$ cat config.mk
export PLATFORM = sky130hd
export DESIGN_NAME = uart_frame_tx_flat
export DESIGN_NICKNAME = d
export VERILOG_FILES = /design/src/rtl/uart_frame_tx_if.sv /design/src/rtl/uart_frame_tx.sv /design/src/flat_wrapper.sv
export SDC_FILE = /design/constraint.sdc
export NUM_CORES = 1
export LEC_CHECK = 0
export BUFFER_PORTS_ARGS = -buffer_cell sky130_fd_sc_hd__buf_2
export CAP_MARGIN = 20
export CORE_MARGIN = 2
export CORE_UTILIZATION = 52
export CTS_CLUSTER_DIAMETER = 200
export DETAILED_ROUTE_END_ITERATION = 6
export GPL_TIMING_DRIVEN = 0
export PLACE_DENSITY_LB_ADDON = 0.3
export SYNTH_ARGS = -nofsm -noshare
export SYNTH_HDL_FRONTEND = slang
export SYNTH_SLANG_ARGS = --single-unit
$ cat constraint.sdc
create_clock -name CLK -period 1.54 [get_ports CLK]
set_input_delay 0.077 -clock CLK [delete_from_list [all_inputs] [get_ports CLK]]
set_output_delay 0.077 -clock CLK [all_outputs]
set_load 0.005 [all_outputs]
$ cat src/rtl/uart_frame_tx_if.sv
// Host-side load handshake for uart_frame_tx: byte, request and holding-register-empty flag.
interface uart_frame_tx_if;
  logic [7:0] Data;
  logic       Data_Valid;
  logic       Ready;

  modport master (output Data, output Data_Valid, input Ready);
  modport slave  (input Data, input Data_Valid, output Ready);
endinterface

$ cat src/rtl/uart_frame_tx.sv
// UART frame transmitter: start, 8 data bits LSB first, parity, STOP_BITS stop bits.
// One-byte holding register lets the host load the next byte while a frame is on the line.
module uart_frame_tx #(
  parameter bit PARITY_ODD = 1'b0,
  parameter int STOP_BITS  = 1
) (
  input  logic             CLK,
  input  logic             CLR,
  input  logic             CLK_Baud,
  uart_frame_tx_if.slave   host,
  output logic             Serial_output,
  output logic             Busy,
  output logic             Tx_Done
);

  typedef enum logic [2:0] {IDLE, START, DATA, PARITY, STOP} state_t;

  state_t      state_q;
  logic        baud_q;
  logic [7:0]  hold_q;
  logic        full_q;
  logic [7:0]  shift_q;
  logic        par_q;
  logic [2:0]  idx_q;
  logic [1:0]  stop_q;
  logic        line_q;
  logic        busy_q;
  logic        done_q;

  logic tick, stop_last, start_now;

  assign tick      = CLK_Baud & ~baud_q;
  assign stop_last = (stop_q == 2'(STOP_BITS - 1));
  // A new frame starts from IDLE or straight off the last stop bit, so frames abut with no idle bit.
  assign start_now = tick & full_q &
                     ((state_q == IDLE) | ((state_q == STOP) & stop_last));

  always_ff @(posedge CLK) begin
    if (CLR) begin
      state_q <= IDLE;
      baud_q  <= 1'b0;
      hold_q  <= 8'h00;
      full_q  <= 1'b0;
      shift_q <= 8'h00;
      par_q   <= 1'b0;
      idx_q   <= 3'd0;
      stop_q  <= 2'd0;
      line_q  <= 1'b1;
      busy_q  <= 1'b0;
      done_q  <= 1'b0;
    end else begin
      baud_q <= CLK_Baud;
      done_q <= tick & (state_q == STOP) & stop_last;

      if (host.Data_Valid && !full_q) begin
        hold_q <= host.Data;
        full_q <= 1'b1;
      end

      if (start_now) begin
        state_q <= START;
        shift_q <= hold_q;
        par_q   <= (^hold_q) ^ PARITY_ODD;
        full_q  <= 1'b0;
        idx_q   <= 3'd0;
        stop_q  <= 2'd0;
        line_q  <= 1'b0;
        busy_q  <= 1'b1;
      end else if (tick) begin
        unique case (state_q)
          IDLE: ;
          START: begin
            state_q <= DATA;
            idx_q   <= 3'd0;
            line_q  <= shift_q[0];
          end
          DATA: begin
            if (idx_q == 3'd7) begin
              state_q <= PARITY;
              line_q  <= par_q;
            end else begin
              idx_q  <= idx_q + 3'd1;
              line_q <= shift_q[idx_q + 3'd1];
            end
          end
          PARITY: begin
            state_q <= STOP;
            stop_q  <= 2'd0;
            line_q  <= 1'b1;
          end
          STOP: begin
            if (stop_last) begin
              state_q <= IDLE;
              busy_q  <= 1'b0;
              line_q  <= 1'b1;
              idx_q   <= 3'd0;
              stop_q  <= 2'd0;
            end else begin
              stop_q <= stop_q + 2'd1;
            end
          end
          default: state_q <= IDLE;
        endcase
      end
    end
  end

  assign host.Ready    = ~full_q;
  assign Serial_output = line_q;
  assign Busy          = busy_q;
  assign Tx_Done       = done_q;

endmodule

$ cat src/flat_wrapper.sv
// flat-port wrapper written by rule: the top's interface ports become plain ports
module uart_frame_tx_flat 
#(
  parameter bit PARITY_ODD = 1'b0,
  parameter int STOP_BITS  = 1
)
  (CLK, CLR, CLK_Baud, Serial_output, Busy, Tx_Done, host_Data, host_Data_Valid, host_Ready);
  uart_frame_tx_if host_i ();
  input  logic CLK;
  input  logic CLR;
  input  logic CLK_Baud;
  output logic Serial_output;
  output logic Busy;
  output logic Tx_Done;
  input wire logic [$bits(host_i.Data)-1:0] host_Data;
  input wire logic [$bits(host_i.Data_Valid)-1:0] host_Data_Valid;
  output wire logic [$bits(host_i.Ready)-1:0] host_Ready;
  assign host_i.Data = host_Data;
  assign host_i.Data_Valid = host_Data_Valid;
  assign host_Ready = host_i.Ready;
  uart_frame_tx #(.PARITY_ODD(PARITY_ODD), .STOP_BITS(STOP_BITS)) u_core (.CLK(CLK), .CLR(CLR), .CLK_Baud(CLK_Baud), .host(host_i), .Serial_output(Serial_output), .Busy(Busy), .Tx_Done(Tx_Done));
endmodule
==> reports/metrics.cfg, run 1 <==
[run_status]
status = finished, final reports clean

[drt]
drt-total-wl_um = 3270
post_drt_wl_per_cell_um = 14.2
routed_via_density = 5.60
antenna_left = 0
drt_pre_antenna_iters = 4
num_vias = 1288
drt_iter0_drc = 62
drcViolationCount = 0

[yosys]
syn_avg_cell_area_sq_um = 9.20
netlist_instances = 166
synth_warnings = 0
ys.flop_type = dfxtp_1
synth.area.mux_share = 0.100
synth_top_family_by_area = simple AND/OR/NAND/NOR gates
yosys.area_share.xor_xnor = 0.0402
synth-compound-area-share = 0.151
syn-num-nets = 182
synth.distinct_cells = 47
yosysSeqAreaShare = 0.393
synth_adder_area_share = 0.0328
async_flop_share = 0
synth_area_sq_mm = 0.00153
yosys_register_bits = 30
synth-simple-area-share = 0.233
synth_edf_count = 0

[sta]
fin_skew_ns = 0.0143
setup_ws_ns = 0.0488
min_period_ns = 1.49
final.period_utilization = 0.968
slew_viol_final = 0
tightest_slew_ns = 0.415
whs_ns = 0.0509
tns_ns = 0
maxSlewHeadroom = 0.723
setup_violations = 0
grt_setup_unrepaired = yes
fmax_mhz = 671
hold_violations = 0

[worst_setup_path]
reg2reg_from = u_core.idx_q[0]
endpoint_kind = flop
rrSetupSlack_ns = 0.05
crit_path_start_kind = flop
path_delay_family = adder cells
r2r_end = u_core.Serial_output
crit_top_cell = ha_4
cp.arrival_ns = 1.75
crit_buf_inv = 0
reg2regPathDepth = 6
crit_required_ns = 1.80
setup.worst_path.class = reg2reg
worstPathMaxFanout = 4
slowest_stage = dfxtp_4
cpPeakStageDelay_ns = 0.36
crit_chain = ha_4, ha_4, nor2b_4, a2111oi_4, nand4_1, nand4b_1

[placement]
pre_cts_ws_ns = -0.0818
numPortBuffers = 15
hpwl_um = 2210
place.gp.congestion = 0.813

[finish]
drive_gt1_frac = 0.296
nFillCells = 223
diodes = 0
area_growth_pct = 23.9
final_nets = 215
utilization = 0.680

[clocking]
clock-sinks = 30
clockBufferDepth = 2
htreeDepth = 2
tritoncts = yes
path_clk_slew_ns = 0.10
cts_made_buffers = 5
worstSkewPairLatency_ns = 0.33
root_buffer = clkbuf_4

[power_and_ir_drop]
total_power_w = 0.00156
leakagePower_nw = 0.688
power.density_mw_per_mm2 = 826
irDropWorstVdd_mv = 0.899

[global_routing]
grt_overflow = 0
grt_use_total = 0.219
antenna_found_initial = 0
grt_max_degree = 11
grt_pass1_vias = 1292
grt_pass1_wl_um = 5500

[floorplanning]
die_x_um = 58.2
rows = 19
fp.coreArea_sq_mm = 0.00278
initial_core_util = 0.549
num_io_pins = 16
dieArea_sq_mm = 0.00338
die-height_um = 58.2

[min_path]
worstHoldEndpoint = u_core.baud_q
holdPathStages = 2
hold_start = CLK_Baud
hold_class = in2reg

[run]
cap_violations = 0

report_power, final:
part | switching [W] | internal [W]
clock | 0.000283 | 0.000168
combinational | 0.000133 | 0.000139
sequential | 0.0000328 | 0.000806
Yosys cell counts, types with 2 or more instances:
| cell type | n | area, sq um |
|---|---|---|
| dfxtp_1 | 30 | 601 |
| mux2i_1 | 13 | 130 |
| mux2_2 | 2 | 22.5 |
| nor3b_2 | 2 | 25.0 |
| clkbuf_1 | 2 | 7.51 |
| buf_2 | 4 | 20.0 |
| a21oi_1 | 10 | 50.1 |
| nand2_1 | 20 | 75.1 |
| a22oi_1 | 5 | 37.5 |
| nand4_1 | 2 | 12.5 |
| nor3_1 | 3 | 15.0 |
| ha_1 | 4 | 50.1 |
| nor2b_1 | 4 | 25.0 |
| xnor2_1 | 7 | 61.3 |
| nor2_1 | 20 | 75.1 |
| o21ai_0 | 3 | 15.0 |
| buf_6 | 2 | 22.5 |
| inv_1 | 4 | 15.0 |
layout by cell type, fill, tap and decap left out, types with 2 or more instances in the layout:
cell type and instances:
dfxtp_1 25, nor2_1 20, nand2_1 20, buf_2 18, mux2i_1 13, a21oi_1 10
dlygate4sd3_1 10, xnor2_1 7, a22oi_1 5, clkbuf_4 5, dfxtp_2 4, inv_2 3
nor2b_1 3, nor3b_2 3, o21ai_0 3, nor3_1 3, buf_4 3, ha_4 3
inv_1 2, clkbuf_1 2, buf_6 2, mux2_2 2, nand4_1 2, clkinvlp_4 2
cell families after synthesis:
logic type      Yosys count
simple gates             65
compound gates           31
flops                    30
mux                      15
buf+inv                  14
xor+xnor                  7
fa+ha+maj                 4
metal layers:
layer / wire [um] / up-vias / track usage
met2: 1760 / 27 / 0.381
met5: 0 / - / 0
li1: - / 648 / -
met4: 30 / 0 / 0.0997
met1: 1360 / 609 / 0.244
met3: 118 / 4 / 0.0692
flip-flops by register name, summed over array words and instances (netlist names):
name                  cells
u_core.idx_q              3
u_core.full_q             1
u_core.Tx_Done            1
u_core.state_q            3
u_core.Busy               1
u_core.par_q              1
u_core.stop_q             2
u_core.Serial_output      1
u_core.shift_q            8
u_core.hold_q             8
u_core.baud_q             1
worst reg2reg max path, cell delays in order, from the launching register on:
cell	delay (ns)
dfxtp_4	0.36
ha_4	0.16
ha_4	0.24
nor2b_4	0.13
a2111oi_4	0.28
nand4_1	0.13
nand4b_1	0.13
how the worst max path moves through the flow:
stage,from,end,slack [ns],depth (start not counted)
2_1_floorplan,u_core.idx_q[0],u_core.Serial_output,0.02,6
3_3_place_gp,u_core.idx_q[0],u_core.Serial_output,-0.05,6
3_5_place_dp,u_core.idx_q[0],u_core.Serial_output,-0.08,6
4_1_cts,u_core.stop_q[0],u_core.stop_q[0],0.002,5
5_1_grt,u_core.idx_q[0],u_core.Serial_output,-0.01,5
6_report,u_core.idx_q[0],u_core.Serial_output,0.05,6
final cells by class:
| cell class | instances | area, sq um | share of cell area |
|---|---|---|---|
| plain buffers | 8 | 52.6 | 0.0278 |
| clock inverters | 2 | 15.0 | 0.00794 |
| repair buffers | 27 | 190 | 0.101 |
| multi-input cells | 122 | 928 | 0.491 |
| clock buffers | 5 | 37.5 | 0.0199 |
| inverters | 5 | 18.8 | 0.00993 |
| well taps | 31 | 38.8 | 0.0205 |
| flip-flops and latches | 30 | 609 | 0.322 |
repair_timing:
action | CTS | global route
gates cloned | 0 | 0
gates resized for setup | 4 | 14
pin swaps | 3 | 6
hold buffers | 10 | 0
endpoints found under the hold margin | 11 | 0
endpoints found under the setup margin | 1 | 5
buffers inserted | 1 | 1
stage by stage:
stage / area (sq um) / std cells
finish: 1890 / 230
CTS: 1830 / 230
global placement: 1650 / 212
detailed placement: 1650 / 212
global route: 1890 / 230
floorplan: 1540 / 166
Power figures use the tool's default switching activity.
==> run 2: changes to the inputs <==
--- a/config.mk
+++ b/config.mk
@@ -7,7 +7,6 @@
 export LEC_CHECK = 0
 export BUFFER_PORTS_ARGS = -buffer_cell sky130_fd_sc_hd__buf_2
 export CAP_MARGIN = 20
-export CORE_MARGIN = 2
 export CORE_UTILIZATION = 52
 export CTS_CLUSTER_DIAMETER = 200
 export DETAILED_ROUTE_END_ITERATION = 6
==> run 2 against run 1 <==
  * Routed wire length down 1.2%
  * Design area down 1.1%
  * Register-to-register slack worse by 0.02 ns
  * Worst setup slack worse by 0.019 ns
  * Worst hold slack worse by 0.049 ns
  * First-iteration DRC count down 15%
  * Fmax down 1.2%
==> reports/metrics.cfg, run 2 (synthesized netlist as in run 1, its figures left out) <==
[floorplanning]
die_x_um = 56.2
die-height_um = 56.2
fp.coreArea_sq_mm = 0.00276
rows = 19
num_io_pins = 16
dieArea_sq_mm = 0.00316
initial_core_util = 0.554

[sta]
min_period_ns = 1.51
slew_viol_final = 0
tightest_slew_ns = 0.449
final.period_utilization = 0.980
tns_ns = 0
fin_skew_ns = 0.0141
maxSlewHeadroom = 0.700
whs_ns = 0.00148
fmax_mhz = 662
grt_setup_unrepaired = yes
hold_violations = 0
setup_violations = 0

[placement]
place.gp.congestion = 0.871
numPortBuffers = 15
dp_cells = 212
hpwl_um = 2280

[worst_setup_path]
crit_required_ns = 1.81
slowest_stage = dfxtp_4
setup.worst_path.class = reg2reg
crit_start = u_core.idx_q[0]
cp.arrival_ns = 1.78
crit_buf_inv = 0
crit_chain = ha_4, ha_4, nor2b_1, a2111oi_2, nand4_1, nand4b_1
crit_top_cell = ha_4
cpPeakStageDelay_ns = 0.36
path_delay_family = simple AND/OR/NAND/NOR gates
crit_path_start_kind = flop
endpoint_kind = flop
reg2reg_from = u_core.idx_q[0]
worstPathMaxFanout = 2

[clocking]
path_clk_slew_ns = 0.10
clockBufferDepth = 2
htreeDepth = 2
cts_made_buffers = 5
tritoncts = yes
clock-sinks = 30
root_buffer = clkbuf_4
worstSkewPairLatency_ns = 0.33

[finish]
nFillCells = 224
diodes = 0
final_common_cell = dfxtp_1
area_growth_pct = 22.5
fin_cells = 230
drive_gt1_frac = 0.266
layout_common_cells = dfxtp_1 (27), nor2_1 (20), nand2_1 (20), buf_2 (18), mux2i_1 (13)
top_regs = u_core.hold_q: 8 flops, u_core.shift_q: 8 flops
utilization = 0.678
final_nets = 214

[power_and_ir_drop]
p_int_w = 0.00117
p_clk_frac = 0.303
power.density_mw_per_mm2 = 853
swShare = 0.269
comb_power_share = 0.171
irDropWorstVdd_mv = 0.886
leakagePower_nw = 0.698
seqPwrFrac = 0.525
total_power_w = 0.00159
switching_power_w = 0.000429

[min_path]
hold_class = in2reg
hold_start = CLK_Baud

[global_routing]
antenna_found_initial = 0
grt_pass1_wl_um = 5350
grt_pass1_vias = 1261
grt_use_total = 0.218
grt_overflow = 0
grt_max_degree = 11

[drt]
num_vias = 1293
drt-total-wl_um = 3230
antenna_left = 0
drt_iter0_drc = 53
routed_via_density = 5.62
post_drt_wl_per_cell_um = 14.0
drt_pre_antenna_iters = 4
drcViolationCount = 0

[run]
cap_violations = 0

[run_status]
status = finished, final reports clean

-- run 2: metrics by stage --
stage	instance area [sq um]	worst slack [ns]
3_3_place_gp	1650	-0.0703
2_1_floorplan	1540	0.0240
4_1_cts	1850	-0.0360
5_1_grt	1870	-0.0408
3_5_place_dp	1650	-0.124
6_report	1870	0.0303
-- run 2: layer usage --
layer | wire [um] | part of all wire | GRT usage | vias to the layer above
li1 | - | - | - | 646
met1 | 1420 | 0.44 | 0.252 | 609
met2 | 1640 | 0.51 | 0.366 | 31
met3 | 115 | 0.036 | 0.0698 | 7
met4 | 49 | 0.015 | 0.0976 | 0
met5 | 0 | 0 | 0 | -
-- run 2: path summary, 6_finish.rpt --
path	cells past startpoint	slack [ns]	to
setup / recovery	6	0.03	u_core.Serial_output
hold / removal	2	0.001	u_core.baud_q
setup reg to reg	6	0.03	u_core.Serial_output
hold reg to reg	2	0.46	u_core.shift_q[2]
-- run 2: layout make-up --
cell class	count	area, sq um	area share
tap	31	38.8	0.0207
clock inverter	1	5.00	0.00268
buffer	8	52.6	0.0281
multi-input combinational	122	913	0.488
timing repair buffer	26	180	0.0963
inverter	5	18.8	0.0100
sequential	30	607	0.324
clock buffer	7	55.1	0.0294
-- run 2: worst reg2reg max path, cell delays in order (launching register included) --
cell       delay, ns
dfxtp_4         0.36
ha_4            0.16
ha_4            0.23
nor2b_1         0.13
a2111oi_2       0.29
nand4_1         0.16
nand4b_1        0.14
-- run 2: repair_timing --
| action | 4_1_cts | 5_1_grt |
|---|---|---|
| buffers inserted | 2 | 0 |
| resized for setup | 6 | 5 |
| hold endpoints to repair | 10 | 0 |
| hold buffers | 9 | 0 |
| setup endpoints to repair | 3 | 15 |
| pin swaps | 5 | 3 |
-- run 2: power groups by stage --
stage / sequential [W] / clock (W) / combinational (W)
after global routing: 0.000842 / 0.000531 / 0.000295
after floorplan: 0.000849 / 0 / 0.000185
after detailed placement: 0.000856 / 0 / 0.000239
after CTS: 0.000837 / 0.000496 / 0.000265
final: 0.000838 / 0.000484 / 0.000273
after global placement: 0.000853 / 0 / 0.000231
==> run 3: changes to the inputs <==
--- a/config.mk
+++ b/config.mk
@@ -5,11 +5,11 @@
 export SDC_FILE = /design/constraint.sdc
 export NUM_CORES = 1
 export LEC_CHECK = 0
-export BUFFER_PORTS_ARGS = -buffer_cell sky130_fd_sc_hd__buf_2
 export CAP_MARGIN = 20
-export CORE_UTILIZATION = 52
+export CORE_UTILIZATION = 55
 export CTS_CLUSTER_DIAMETER = 200
 export DETAILED_ROUTE_END_ITERATION = 6
+export DONT_BUFFER_PORTS = 1
 export GPL_TIMING_DRIVEN = 0
 export PLACE_DENSITY_LB_ADDON = 0.3
 export SYNTH_ARGS = -nofsm -noshare
==> run 3 against run 2 <==
  * Global-route usage increased by 2.4 points
  * Fmax increased by 1.3%
  * Critical path depth unchanged
  * Critical path type unchanged
  * Largest power group unchanged
  * Highest routed layer unchanged
==> reports/metrics.cfg, run 3 (synthesized netlist as in run 1, its figures left out) <==
[worst_setup_path]
cp.arrival_ns = 1.77
endpoint_kind = flop
crit_required_ns = 1.82
worstPathMaxFanout = 2
crit_path_start_kind = flop
setup.worst_path.class = reg2reg

[sta]
slew_viol_final = 0
final.period_utilization = 0.968
grt_setup_unrepaired = no
tns_ns = 0
tightest_slew_ns = 0.474
maxSlewHeadroom = 0.684
setup_violations = 0
fmax_mhz = 671
hold_violations = 0
fin_skew_ns = 0.00415
min_period_ns = 1.49

[power_and_ir_drop]
swShare = 0.294
p_clk_frac = 0.304
switching_power_w = 0.000462
seqPwrFrac = 0.535
p_int_w = 0.00111
leakagePower_nw = 0.637
comb_power_share = 0.161
irDropWorstVdd_mv = 0.837
power.density_mw_per_mm2 = 868

[floorplanning]
dieArea_sq_mm = 0.00299
num_io_pins = 16
die-height_um = 54.7
die_x_um = 54.7
fp.coreArea_sq_mm = 0.00254
rows = 18
initial_core_util = 0.600

[finish]
fin_cells = 216
top_regs = u_core.hold_q: 8 flops, u_core.shift_q: 8 flops
drive_gt1_frac = 0.220
design_area_sq_mm = 0.00181
final_common_cell = dfxtp_1
area_growth_pct = 18.6
diodes = 0
final_nets = 201
layout_common_cells = dfxtp_1 (27), nor2_1 (20), nand2_1 (20), mux2i_1 (13), dlygate4sd3_1 (11)
utilization = 0.711
nFillCells = 188

[global_routing]
antenna_found_initial = 0
grt_pass1_wl_um = 4970
grt_max_degree = 12
grt_pass1_vias = 1106
grt_overflow = 0
grt_use_total = 0.242

[drt]
antenna_left = 0
drt_iter0_drc = 19
routed_via_density = 5.75
num_vias = 1241
post_drt_wl_per_cell_um = 15.2
drcViolationCount = 0
drt-total-wl_um = 3280
drt_pre_antenna_iters = 4

[clocking]
clockBufferDepth = 2
root_buffer = clkbuf_4
path_clk_slew_ns = 0.10
htreeDepth = 2
worstSkewPairLatency_ns = 0.34
cts_made_buffers = 5
clock-sinks = 30
tritoncts = yes

[run_status]
status = finished, final reports clean

[min_path]
hold_class = in2reg

[placement]
numPortBuffers = 0
place_area_sq_mm = 0.00158
place.gp.congestion = 0.830
dp_cells = 196
hpwl_um = 2200

[run]
cap_violations = 0

-- run 3: cell type report --
| cell class | count | area (sq um) | share of cell area |
|---|---|---|---|
| tap | 30 | 37.5 | 0.0207 |
| multi-input combinational | 122 | 911 | 0.503 |
| inverter | 5 | 18.8 | 0.0104 |
| buffer | 8 | 52.6 | 0.0290 |
| sequential | 30 | 607 | 0.335 |
| clock buffer | 5 | 37.5 | 0.0207 |
| clock inverter | 3 | 21.3 | 0.0117 |
| timing repair buffer | 13 | 125 | 0.0691 |
-- run 3: final timing paths --
path / startpoint / endpoint / slack [ns] / cells after the start
worst min register to register: u_core.shift_q[6] / u_core.shift_q[6] / 0.47 / 2
worst max-delay path: u_core.idx_q[0] / u_core.Serial_output / 0.05 / 6
worst min-delay path: CLR / u_core.state_q[2] / 0.03 / 2
worst max register to register: u_core.idx_q[0] / u_core.Serial_output / 0.05 / 6
-- run 3: repair_timing --
action / in CTS / in global routing
pin swaps: 5 / 4
hold buffers: 11 / 0
endpoints found under the hold margin: 12 / 0
gates resized for setup: 4 / 8
buffers inserted: 2 / 0
endpoints found under the setup margin: 1 / 7
-- run 3: power groups by stage --
stage / registers, W / clock network, W / logic [W]
global placement: 0.000857 / 0 / 0.000208
CTS: 0.000839 / 0.000484 / 0.000242
global route: 0.000845 / 0.000505 / 0.000275
floorplan: 0.000849 / 0 / 0.000185
finish: 0.000841 / 0.000478 / 0.000254
detailed placement: 0.000859 / 0 / 0.000215
-- run 3: metal layers --
| layer | wire length [um] | global-route usage | share of wire | up-vias |
|---|---|---|---|---|
| met5 | 0 | 0 | 0 | - |
| met4 | 36 | 0.0812 | 0.011 | 0 |
| li1 | - | - | - | 620 |
| met2 | 1720 | 0.440 | 0.53 | 25 |
| met1 | 1400 | 0.256 | 0.43 | 591 |
| met3 | 111 | 0.0833 | 0.034 | 5 |
-- run 3: per-stage QoR --
step / total power (W) / hold WS [ns] / setup WS (ns)
after CTS: 0.00157 / 0.0245 / -0.0377
after detailed placement: 0.00107 / 0.152 / -0.143
after floorplan: 0.00103 / 0.149 / 0.0240
final: 0.00157 / 0.0320 / 0.0492
after global routing: 0.00163 / 0.0378 / 0.00131
after global placement: 0.00106 / 0.151 / -0.0913
-- run 3: worst max-delay path: stages (launching register included) --
cell       delay (ns)
dfxtp_4          0.36
ha_4             0.16
ha_4             0.23
nor2b_4          0.12
a2111oi_2        0.28
nand4_1          0.15
nand4b_1         0.13
